### src/rtl/hazard_unit_sb_pkg.sv
// Shared types for the hazard unit: forwarding mux selects and MDU tracker states.
package hazard_pkg;

    typedef enum logic [1:0] {
        FWD_RF  = 2'b00,
        FWD_W   = 2'b01,
        FWD_M   = 2'b10,
        FWD_SRC = 2'b11
    } fwdSel_t;

    typedef enum logic [1:0] {
        IDLE = 2'd0,
        BUSY = 2'd1,
        WB   = 2'd2
    } mduState_t;

endpackage

### src/rtl/hazard_unit_sb_if.sv
// Datapath <-> hazard unit bundle; master is the datapath, slave is the hazard unit.
interface hazard_unit_sb_if #(
    parameter int REG_ADDR_W = 5,
    parameter int CNT_W      = 32
);
    logic [REG_ADDR_W-1:0] Rs1D, Rs2D, RdD;
    logic                  UseRs1D, UseRs2D, RegWriteD, MduOpD;
    logic [REG_ADDR_W-1:0] Rs1E, Rs2E, RdE;
    logic                  PCSrcE, ResultSrcE_zero, SrcAsrcE, ALUSrcE, MduStartE;
    logic [REG_ADDR_W-1:0] RdM, RdW;
    logic                  RegWriteM, RegWriteW, MduDone;

    logic                  MduAck, StallF, StallD, FlushD, FlushE, MduTimeout;
    logic [1:0]            ForwardAE, ForwardBE;
    logic [CNT_W-1:0]      StallCnt, FlushCnt;

    modport master (
        output Rs1D, Rs2D, RdD, UseRs1D, UseRs2D, RegWriteD, MduOpD,
               Rs1E, Rs2E, RdE, PCSrcE, ResultSrcE_zero, SrcAsrcE, ALUSrcE, MduStartE,
               RdM, RdW, RegWriteM, RegWriteW, MduDone,
        input  MduAck, StallF, StallD, FlushD, FlushE, MduTimeout,
               ForwardAE, ForwardBE, StallCnt, FlushCnt
    );

    modport slave (
        input  Rs1D, Rs2D, RdD, UseRs1D, UseRs2D, RegWriteD, MduOpD,
               Rs1E, Rs2E, RdE, PCSrcE, ResultSrcE_zero, SrcAsrcE, ALUSrcE, MduStartE,
               RdM, RdW, RegWriteM, RegWriteW, MduDone,
        output MduAck, StallF, StallD, FlushD, FlushE, MduTimeout,
               ForwardAE, ForwardBE, StallCnt, FlushCnt
    );
endinterface

### src/rtl/hazard_unit_sb_mdu_scoreboard.sv
// Tracks the single outstanding MDU op: pending-register bits, issue/writeback FSM,
// latency watchdog and write-port arbitration against the W stage.
module mdu_scoreboard
    import hazard_pkg::*;
#(
    parameter int REG_ADDR_W  = 5,
    parameter int MDU_MAX_LAT = 40
) (
    input  logic                       clk,
    input  logic                       reset,
    input  logic                       MduStartE,
    input  logic [REG_ADDR_W-1:0]      RdE,
    input  logic                       MduDone,
    input  logic                       RegWriteW,
    output logic [2**REG_ADDR_W-1:0]   pend,
    output logic                       mduIdle,
    output logic                       MduAck,
    output logic                       MduTimeout
);
    localparam int                WD_W     = $clog2(MDU_MAX_LAT + 1);
    localparam logic [WD_W-1:0]   WD_LIMIT = WD_W'(MDU_MAX_LAT);

    mduState_t             state;
    logic [REG_ADDR_W-1:0] pendRd;
    logic [WD_W-1:0]       wdCnt;
    logic [WD_W-1:0]       wdNext;

    assign wdNext  = wdCnt + 1'b1;
    assign mduIdle = (state == IDLE);
    // The W stage owns the register-file write port; the MDU only gets it when W is idle.
    assign MduAck  = (state == WB) && MduDone && !RegWriteW && !reset;

    always_ff @(posedge clk) begin
        if (reset) begin
            pend       <= '0;
            state      <= IDLE;
            pendRd     <= '0;
            wdCnt      <= '0;
            MduTimeout <= 1'b0;
        end else begin
            case (state)
                IDLE: if (MduStartE) begin
                    state  <= BUSY;
                    pendRd <= RdE;
                    wdCnt  <= '0;
                end
                BUSY: if (MduDone) begin
                    state <= WB;
                end else if (wdNext == WD_LIMIT) begin
                    MduTimeout   <= 1'b1;
                    pend[pendRd] <= 1'b0;
                    state        <= IDLE;
                end else begin
                    wdCnt <= wdNext;
                end
                WB: if (MduAck) begin
                    pend[pendRd] <= 1'b0;
                    state        <= IDLE;
                end
                default: state <= IDLE;
            endcase
            // Issue is written last so a new op's pending bit survives a same-cycle clear.
            if (MduStartE && RdE != '0)
                pend[RdE] <= 1'b1;
        end
    end
endmodule

### src/rtl/hazard_unit_sb.sv
// Pipeline hazard unit: M/W forwarding, load-use and MDU-scoreboard stalls, branch flushes,
// saturating stall/flush counters. Forwarding/stall paths are combinational.
module hazard_unit_sb
    import hazard_pkg::*;
#(
    parameter int REG_ADDR_W  = 5,
    parameter int MDU_MAX_LAT = 40,
    parameter int CNT_W       = 32
) (
    input  logic             clk,
    input  logic             reset,
    hazard_unit_sb_if.slave  hif
);
    localparam int NUM_REGS = 2**REG_ADDR_W;

    logic [NUM_REGS-1:0] pend;
    logic                mduIdle;
    logic                src1, src2, lwStall, mduStall, stall;
    logic [CNT_W-1:0]    stallCnt, flushCnt;

    function automatic fwdSel_t fwdSel(
        input logic                  useSrc,
        input logic [REG_ADDR_W-1:0] rsE,
        input logic [REG_ADDR_W-1:0] rdM,
        input logic                  wrM,
        input logic [REG_ADDR_W-1:0] rdW,
        input logic                  wrW
    );
        if (useSrc)                              return FWD_SRC;
        else if (wrM && rsE == rdM && rsE != '0) return FWD_M;
        else if (wrW && rsE == rdW && rsE != '0) return FWD_W;
        else                                     return FWD_RF;
    endfunction

    mdu_scoreboard #(
        .REG_ADDR_W  (REG_ADDR_W),
        .MDU_MAX_LAT (MDU_MAX_LAT)
    ) u_sb (
        .clk        (clk),
        .reset      (reset),
        .MduStartE  (hif.MduStartE),
        .RdE        (hif.RdE),
        .MduDone    (hif.MduDone),
        .RegWriteW  (hif.RegWriteW),
        .pend       (pend),
        .mduIdle    (mduIdle),
        .MduAck     (hif.MduAck),
        .MduTimeout (hif.MduTimeout)
    );

    always_comb begin
        src1    = hif.UseRs1D && hif.Rs1D != '0;
        src2    = hif.UseRs2D && hif.Rs2D != '0;
        lwStall = hif.ResultSrcE_zero && hif.RdE != '0 &&
                  ((src1 && hif.Rs1D == hif.RdE) || (src2 && hif.Rs2D == hif.RdE));
        // The op issuing from E has not reached the scoreboard yet, so check it directly.
        mduStall = (src1 && pend[hif.Rs1D]) || (src2 && pend[hif.Rs2D]) ||
                   (hif.RegWriteD && hif.RdD != '0 && pend[hif.RdD]) ||
                   (hif.MduStartE && hif.RdE != '0 &&
                    ((src1 && hif.Rs1D == hif.RdE) || (src2 && hif.Rs2D == hif.RdE) ||
                     (hif.RegWriteD && hif.RdD == hif.RdE))) ||
                   (hif.MduOpD && (!mduIdle || hif.MduStartE));
        stall    = (lwStall || mduStall) && !hif.PCSrcE;
    end

    assign hif.StallF    = stall && !reset;
    assign hif.StallD    = stall && !reset;
    assign hif.FlushD    = hif.PCSrcE || reset;
    assign hif.FlushE    = stall || hif.PCSrcE || reset;
    assign hif.ForwardAE = reset ? FWD_RF : fwdSel(hif.SrcAsrcE, hif.Rs1E, hif.RdM, hif.RegWriteM, hif.RdW, hif.RegWriteW);
    assign hif.ForwardBE = reset ? FWD_RF : fwdSel(hif.ALUSrcE, hif.Rs2E, hif.RdM, hif.RegWriteM, hif.RdW, hif.RegWriteW);
    assign hif.StallCnt  = stallCnt;
    assign hif.FlushCnt  = flushCnt;

    always_ff @(posedge clk) begin
        if (reset) begin
            stallCnt <= '0;
            flushCnt <= '0;
        end else begin
            if (stall && stallCnt != '1)
                stallCnt <= stallCnt + 1'b1;
            if (hif.PCSrcE && flushCnt != '1)
                flushCnt <= flushCnt + 1'b1;
        end
    end
endmodule
### src/flat_wrapper.sv
// flat-port wrapper written by rule: the top's interface ports become plain ports
module hazard_unit_sb_flat import hazard_pkg::*;
#(
    parameter int REG_ADDR_W  = 5,
    parameter int MDU_MAX_LAT = 40,
    parameter int CNT_W       = 32
)
  (clk, reset, hif_Rs1D, hif_Rs2D, hif_RdD, hif_UseRs1D, hif_UseRs2D, hif_RegWriteD, hif_MduOpD, hif_Rs1E, hif_Rs2E, hif_RdE, hif_PCSrcE, hif_ResultSrcE_zero, hif_SrcAsrcE, hif_ALUSrcE, hif_MduStartE, hif_RdM, hif_RdW, hif_RegWriteM, hif_RegWriteW, hif_MduDone, hif_MduAck, hif_StallF, hif_StallD, hif_FlushD, hif_FlushE, hif_MduTimeout, hif_ForwardAE, hif_ForwardBE, hif_StallCnt, hif_FlushCnt);
  hazard_unit_sb_if #(.REG_ADDR_W(REG_ADDR_W), .CNT_W(CNT_W)) hif_i ();
  input  logic clk;
  input  logic reset;
  input wire logic [$bits(hif_i.Rs1D)-1:0] hif_Rs1D;
  input wire logic [$bits(hif_i.Rs2D)-1:0] hif_Rs2D;
  input wire logic [$bits(hif_i.RdD)-1:0] hif_RdD;
  input wire logic [$bits(hif_i.UseRs1D)-1:0] hif_UseRs1D;
  input wire logic [$bits(hif_i.UseRs2D)-1:0] hif_UseRs2D;
  input wire logic [$bits(hif_i.RegWriteD)-1:0] hif_RegWriteD;
  input wire logic [$bits(hif_i.MduOpD)-1:0] hif_MduOpD;
  input wire logic [$bits(hif_i.Rs1E)-1:0] hif_Rs1E;
  input wire logic [$bits(hif_i.Rs2E)-1:0] hif_Rs2E;
  input wire logic [$bits(hif_i.RdE)-1:0] hif_RdE;
  input wire logic [$bits(hif_i.PCSrcE)-1:0] hif_PCSrcE;
  input wire logic [$bits(hif_i.ResultSrcE_zero)-1:0] hif_ResultSrcE_zero;
  input wire logic [$bits(hif_i.SrcAsrcE)-1:0] hif_SrcAsrcE;
  input wire logic [$bits(hif_i.ALUSrcE)-1:0] hif_ALUSrcE;
  input wire logic [$bits(hif_i.MduStartE)-1:0] hif_MduStartE;
  input wire logic [$bits(hif_i.RdM)-1:0] hif_RdM;
  input wire logic [$bits(hif_i.RdW)-1:0] hif_RdW;
  input wire logic [$bits(hif_i.RegWriteM)-1:0] hif_RegWriteM;
  input wire logic [$bits(hif_i.RegWriteW)-1:0] hif_RegWriteW;
  input wire logic [$bits(hif_i.MduDone)-1:0] hif_MduDone;
  output wire logic [$bits(hif_i.MduAck)-1:0] hif_MduAck;
  output wire logic [$bits(hif_i.StallF)-1:0] hif_StallF;
  output wire logic [$bits(hif_i.StallD)-1:0] hif_StallD;
  output wire logic [$bits(hif_i.FlushD)-1:0] hif_FlushD;
  output wire logic [$bits(hif_i.FlushE)-1:0] hif_FlushE;
  output wire logic [$bits(hif_i.MduTimeout)-1:0] hif_MduTimeout;
  output wire logic [$bits(hif_i.ForwardAE)-1:0] hif_ForwardAE;
  output wire logic [$bits(hif_i.ForwardBE)-1:0] hif_ForwardBE;
  output wire logic [$bits(hif_i.StallCnt)-1:0] hif_StallCnt;
  output wire logic [$bits(hif_i.FlushCnt)-1:0] hif_FlushCnt;
  assign hif_i.Rs1D = hif_Rs1D;
  assign hif_i.Rs2D = hif_Rs2D;
  assign hif_i.RdD = hif_RdD;
  assign hif_i.UseRs1D = hif_UseRs1D;
  assign hif_i.UseRs2D = hif_UseRs2D;
  assign hif_i.RegWriteD = hif_RegWriteD;
  assign hif_i.MduOpD = hif_MduOpD;
  assign hif_i.Rs1E = hif_Rs1E;
  assign hif_i.Rs2E = hif_Rs2E;
  assign hif_i.RdE = hif_RdE;
  assign hif_i.PCSrcE = hif_PCSrcE;
  assign hif_i.ResultSrcE_zero = hif_ResultSrcE_zero;
  assign hif_i.SrcAsrcE = hif_SrcAsrcE;
  assign hif_i.ALUSrcE = hif_ALUSrcE;
  assign hif_i.MduStartE = hif_MduStartE;
  assign hif_i.RdM = hif_RdM;
  assign hif_i.RdW = hif_RdW;
  assign hif_i.RegWriteM = hif_RegWriteM;
  assign hif_i.RegWriteW = hif_RegWriteW;
  assign hif_i.MduDone = hif_MduDone;
  assign hif_MduAck = hif_i.MduAck;
  assign hif_StallF = hif_i.StallF;
  assign hif_StallD = hif_i.StallD;
  assign hif_FlushD = hif_i.FlushD;
  assign hif_FlushE = hif_i.FlushE;
  assign hif_MduTimeout = hif_i.MduTimeout;
  assign hif_ForwardAE = hif_i.ForwardAE;
  assign hif_ForwardBE = hif_i.ForwardBE;
  assign hif_StallCnt = hif_i.StallCnt;
  assign hif_FlushCnt = hif_i.FlushCnt;
  hazard_unit_sb #(.REG_ADDR_W(REG_ADDR_W), .MDU_MAX_LAT(MDU_MAX_LAT), .CNT_W(CNT_W)) u_core (.clk(clk), .reset(reset), .hif(hif_i));
endmodule
### config.mk
export PLATFORM = sky130hd
export DESIGN_NAME = hazard_unit_sb_flat
export DESIGN_NICKNAME = d
export VERILOG_FILES = /design/src/rtl/hazard_unit_sb_pkg.sv /design/src/rtl/hazard_unit_sb_if.sv /design/src/rtl/hazard_unit_sb_mdu_scoreboard.sv /design/src/rtl/hazard_unit_sb.sv /design/src/flat_wrapper.sv
export SDC_FILE = /design/constraint.sdc
export NUM_CORES = 1
export LEC_CHECK = 0
export CAP_MARGIN = 20
export CELL_PAD_IN_SITES_DETAIL_PLACEMENT = 1
export CELL_PAD_IN_SITES_GLOBAL_PLACEMENT = 2
export CORE_ASPECT_RATIO = 1.5
export CORE_MARGIN = 2
export CORE_UTILIZATION = 28
export CTS_CLUSTER_SIZE = 8
export DETAILED_ROUTE_END_ITERATION = 6
export GPL_ROUTABILITY_DRIVEN = 0
export PLACE_DENSITY_LB_ADDON = 0.1
export SLEW_MARGIN = 10
export SYNTH_ARGS = -nofsm -noshare
export SYNTH_HDL_FRONTEND = slang
export SYNTH_SLANG_ARGS = --single-unit
### constraint.sdc
create_clock -name clk -period 3.93 [get_ports clk]
set_input_delay 0.786 -clock clk [delete_from_list [all_inputs] [get_ports clk]]
set_output_delay 0.786 -clock clk [all_outputs]
set_load 0.05 [all_outputs]
==> impl_metrics.json <==
{
  "clockPowerShare_pct": 32.7,
  "vias": 6852,
  "crit_path_frequent_cell": "or4_4",
  "yosysUniqueCellTypes": 56,
  "syn_avg_cell_area_um2": 8.19,
  "clkLatencyLatePin_ns": 0.36,
  "utilization_pct": 37.3,
  "hold_path_class": "reg -> reg",
  "syn-instance-count": 850,
  "first_iter_violations": 325,
  "initial_utilization_pct": 28.5,
  "grt_max_degree": 138,
  "rsz0062_at_grt": "no",
  "ir_worst_vdd_uv": 197,
  "synthFlopType": "dfxtp_1",
  "antenna_found_initial": 0,
  "critPathTopFamily": "simple AND/OR/NAND/NOR gates",
  "cts_tree": "yes",
  "critical_path_class": "in -> out",
  "finalMaxSlewViolations": 0,
  "p_sw_w": 0.000824,
  "cellLeakagePower_nw": 3.23,
  "critPathMaxStageDelay_ns": 0.52,
  "synth_most_common_cell": "dfxtp_1",
  "worstRegToRegCells": 10,
  "synth_area_leaders": "dfxtp_1, mux4_2, a21oi_1",
  "syn_nets": 911,
  "async_flop_share_pct": 0,
  "ys_seq_area_share_pct": 31.6,
  "grt-ovfl-total": 0,
  "diodes": 0,
  "power.internal_w": 0.00182,
  "grt_use_total_pct": 19.1,
  "critPathBufInv": 3,
  "drc": 0,
  "numCtsBuffers": 9,
  "cts_buffer_depth": 2,
  "core_mm2": 0.0244,
  "combPwrFrac_pct": 23.6,
  "status": "complete, no violations",
  "grt_pass1_wl_um": 39900,
  "cts-root-buf": "clkbuf_16",
  "die_area_mm2": 0.0262,
  "final_nets": 1032,
  "fillers": 2833,
  "hold_buffers": 0,
  "finalClockSkew_ns": 0.00706,
  "finalSetupViolations": 0,
  "p_seq_share_pct": 43.7,
  "relSlewSlack_pct": 39.0,
  "r2r_start": "u_core.u_sb.pend[15]",
  "ys_seq_elements": 110,
  "dp_cells": 1282,
  "path_max_fanout": 3,
  "crit_end": "hif_FlushE",
  "io_buffers": 127,
  "hold_ws_ns": 0.506,
  "tightestPinTransition_ns": 0.914,
  "layout_min_cycle_time_ns": 3.85,
  "crit_path_start": "hif_Rs1D[3]",
  "yosys-top-cells-count": "dfxtp_1, nor2_1, a21oi_1",
  "post-synth-top-area-cell": "dfxtp_1",
  "viasPerCell": 5.28,
  "cp-start-kind": "input port",
  "yosysTopAreaCellShare_pct": 31.6,
  "clk_pin_slew_ns": 0.07,
  "cp.arrival_ns": 3.06,
  "max_freq_mhz": 260,
  "post-route-period-util_pct": 97.9,
  "boundaryPins": 128,
  "post_route_cells_drive_above_1_share_pct": 11.7,
  "power_density_mw_per_mm2": 290,
  "maxCapViolCount": 0,
  "drt-total-wl_um": 24900,
  "synth_edf_count": 0,
  "dr.pass1.iters": 4,
  "hold_viol_final": 0,
  "ys_warn_count": 0,
  "rrSetupSlack_ns": 0.76,
  "die_h_um": 197,
  "syn-cell-area_mm2": 0.00696,
  "grt_pass1_vias": 7400,
  "post-dp-hpwl_um": 18300,
  "tns_ns": 0,
  "die_w_um": 133,
  "cp.depth": 9,
  "crit_chain": "dlygate4sd2_1 > or4_4 > o21ai_4 > nor4_2 > or4_4 > a311oi_4 > buf_12 > nand2_4 > buf_8",
  "postRouteAntennaNets": 0,
  "cts.sink_count": 110,
  "reg2reg_to": "u_core.hif.StallCnt[4]",
  "end_kind": "output port",
  "final_cells": 1298,
  "rows": 70,
  "p_total_w": 0.00264,
  "synthToLayoutAreaGrowth_pct": 30.9,
  "wire_per_inst_um": 19.1,
  "critPathSlowestCell": "or4_4",
  "required_ns": 3.14,
  "sw_frac_of_total_pct": 31.2,
  "htree_levels": 3
}
[kinds of logic after synthesis]
group                    count (synthesis)  share of synthesized area (%)
AND/OR/NAND/NOR                        377                           28.7
AO/OA/AOI/OAI                          163                           13.3
flip-flops                             110                           31.6
buffers and inverters                   71                           4.51
XOR/XNOR                                65                           8.18
multiplexers                            57                           12.5
adder cells (fa/ha/maj)                  7                           1.26
[sequential cells by signal (all words and copies together), names as in the netlist]
name                    cells
u_core.hif.FlushCnt        32
u_core.u_sb.pend           32
u_core.u_sb.wdCnt           6
u_core.u_sb.MduTimeout      1
u_core.u_sb.state           2
u_core.u_sb.pendRd          5
u_core.hif.StallCnt        32
[layout make-up]
cell class / count / area (um^2) / share of cell area [%]
clock buffer: 13 / 250 / 2.75
clock inverter: 1 / 7.51 / 0.0824
inverter: 12 / 45.0 / 0.494
multi-input combinational: 669 / 4550 / 49.9
sequential: 110 / 2200 / 24.2
tap: 324 / 405 / 4.45
timing repair buffer: 169 / 1650 / 18.1
[through the flow]
stage | setup slack [ns] | instance area (um^2)
after global routing | 0.00607 | 9110
after detailed placement | -0.430 | 8730
after global placement | -0.417 | 8710
after floorplan | -0.0858 | 6980
final | 0.0826 | 9110
after CTS | 0.00131 | 9110
[power by group through the flow]
stage | Clock [W] | Combinational [W] | Sequential, W
2_1_floorplan | 0 | 0.000361 | 0.00118
3_3_place_gp | 0 | 0.000585 | 0.00118
3_5_place_dp | 0 | 0.000610 | 0.00118
4_1_cts | 0.000905 | 0.000629 | 0.00116
5_1_grt | 0.000950 | 0.000681 | 0.00116
6_report | 0.000865 | 0.000624 | 0.00115
[what timing repair did]
action	4_1_cts	5_1_grt
endpoints found under the setup margin	3	3
cloned	1	0
buffers inserted	3	0
pin swaps	10	10
resized for setup	42	19
[placed cells by master (no fill, tap or decap), drive strengths merged, types with 7 or more instances in the layout]
master         instances
and4                  12
mux4                  21
nor4                  17
nor2                  89
mux2                  24
or3                    9
mux2i                 12
xor2                  26
inv                   12
a21oi                 88
or4                   14
nand2                 70
and3                  19
dfxtp                110
buf                   53
xnor2                 39
clkdlybuf4s50        101
nor3                  17
nor3b                  8
nand3                 39
o31ai                 10
nor2b                 25
ha                     7
nand3b                 8
clkbuf                16
nand4                 23
o21ai                 44
[worst reg2reg max path, cell delays in order (launching register included)]
cell      delay [ns]
dfxtp_1         0.35
mux4_2          0.48
mux2_2          0.28
a221o_1         0.35
a32o_1          0.25
a311oi_4        0.31
buf_12          0.17
buf_4           0.12
buf_4           0.28
nor3_1          0.13
mux2_1          0.34
[worst min-delay path by stage]
stage | from | endpoint | slack (ns) | cells after the start
finish | u_core.hif.StallCnt[7] | u_core.hif.StallCnt[7] | 0.51 | 2
global route | u_core.hif.StallCnt[13] | u_core.hif.StallCnt[13] | 0.53 | 2
CTS | u_core.u_sb.pendRd[0] | u_core.u_sb.pendRd[0] | 0.51 | 2
detailed placement | u_core.u_sb.pendRd[0] | u_core.u_sb.pendRd[0] | 0.49 | 2
global placement | u_core.u_sb.MduTimeout | u_core.u_sb.MduTimeout | 0.47 | 2
floorplan | u_core.u_sb.pend[9] | u_core.u_sb.pend[9] | 0.46 | 2
[layer usage]
metal | global-route usage (%) | up-vias | wire [um]
met1 | 20.9 | 3350 | 9970
met2 | 35.3 | 156 | 13000
met3 | 4.39 | 42 | 1160
li1 | - | 3304 | -
met4 | 7.73 | 0 | 729
met5 | 0 | - | 0
Note: power is estimated with default switching activity, not from simulation.
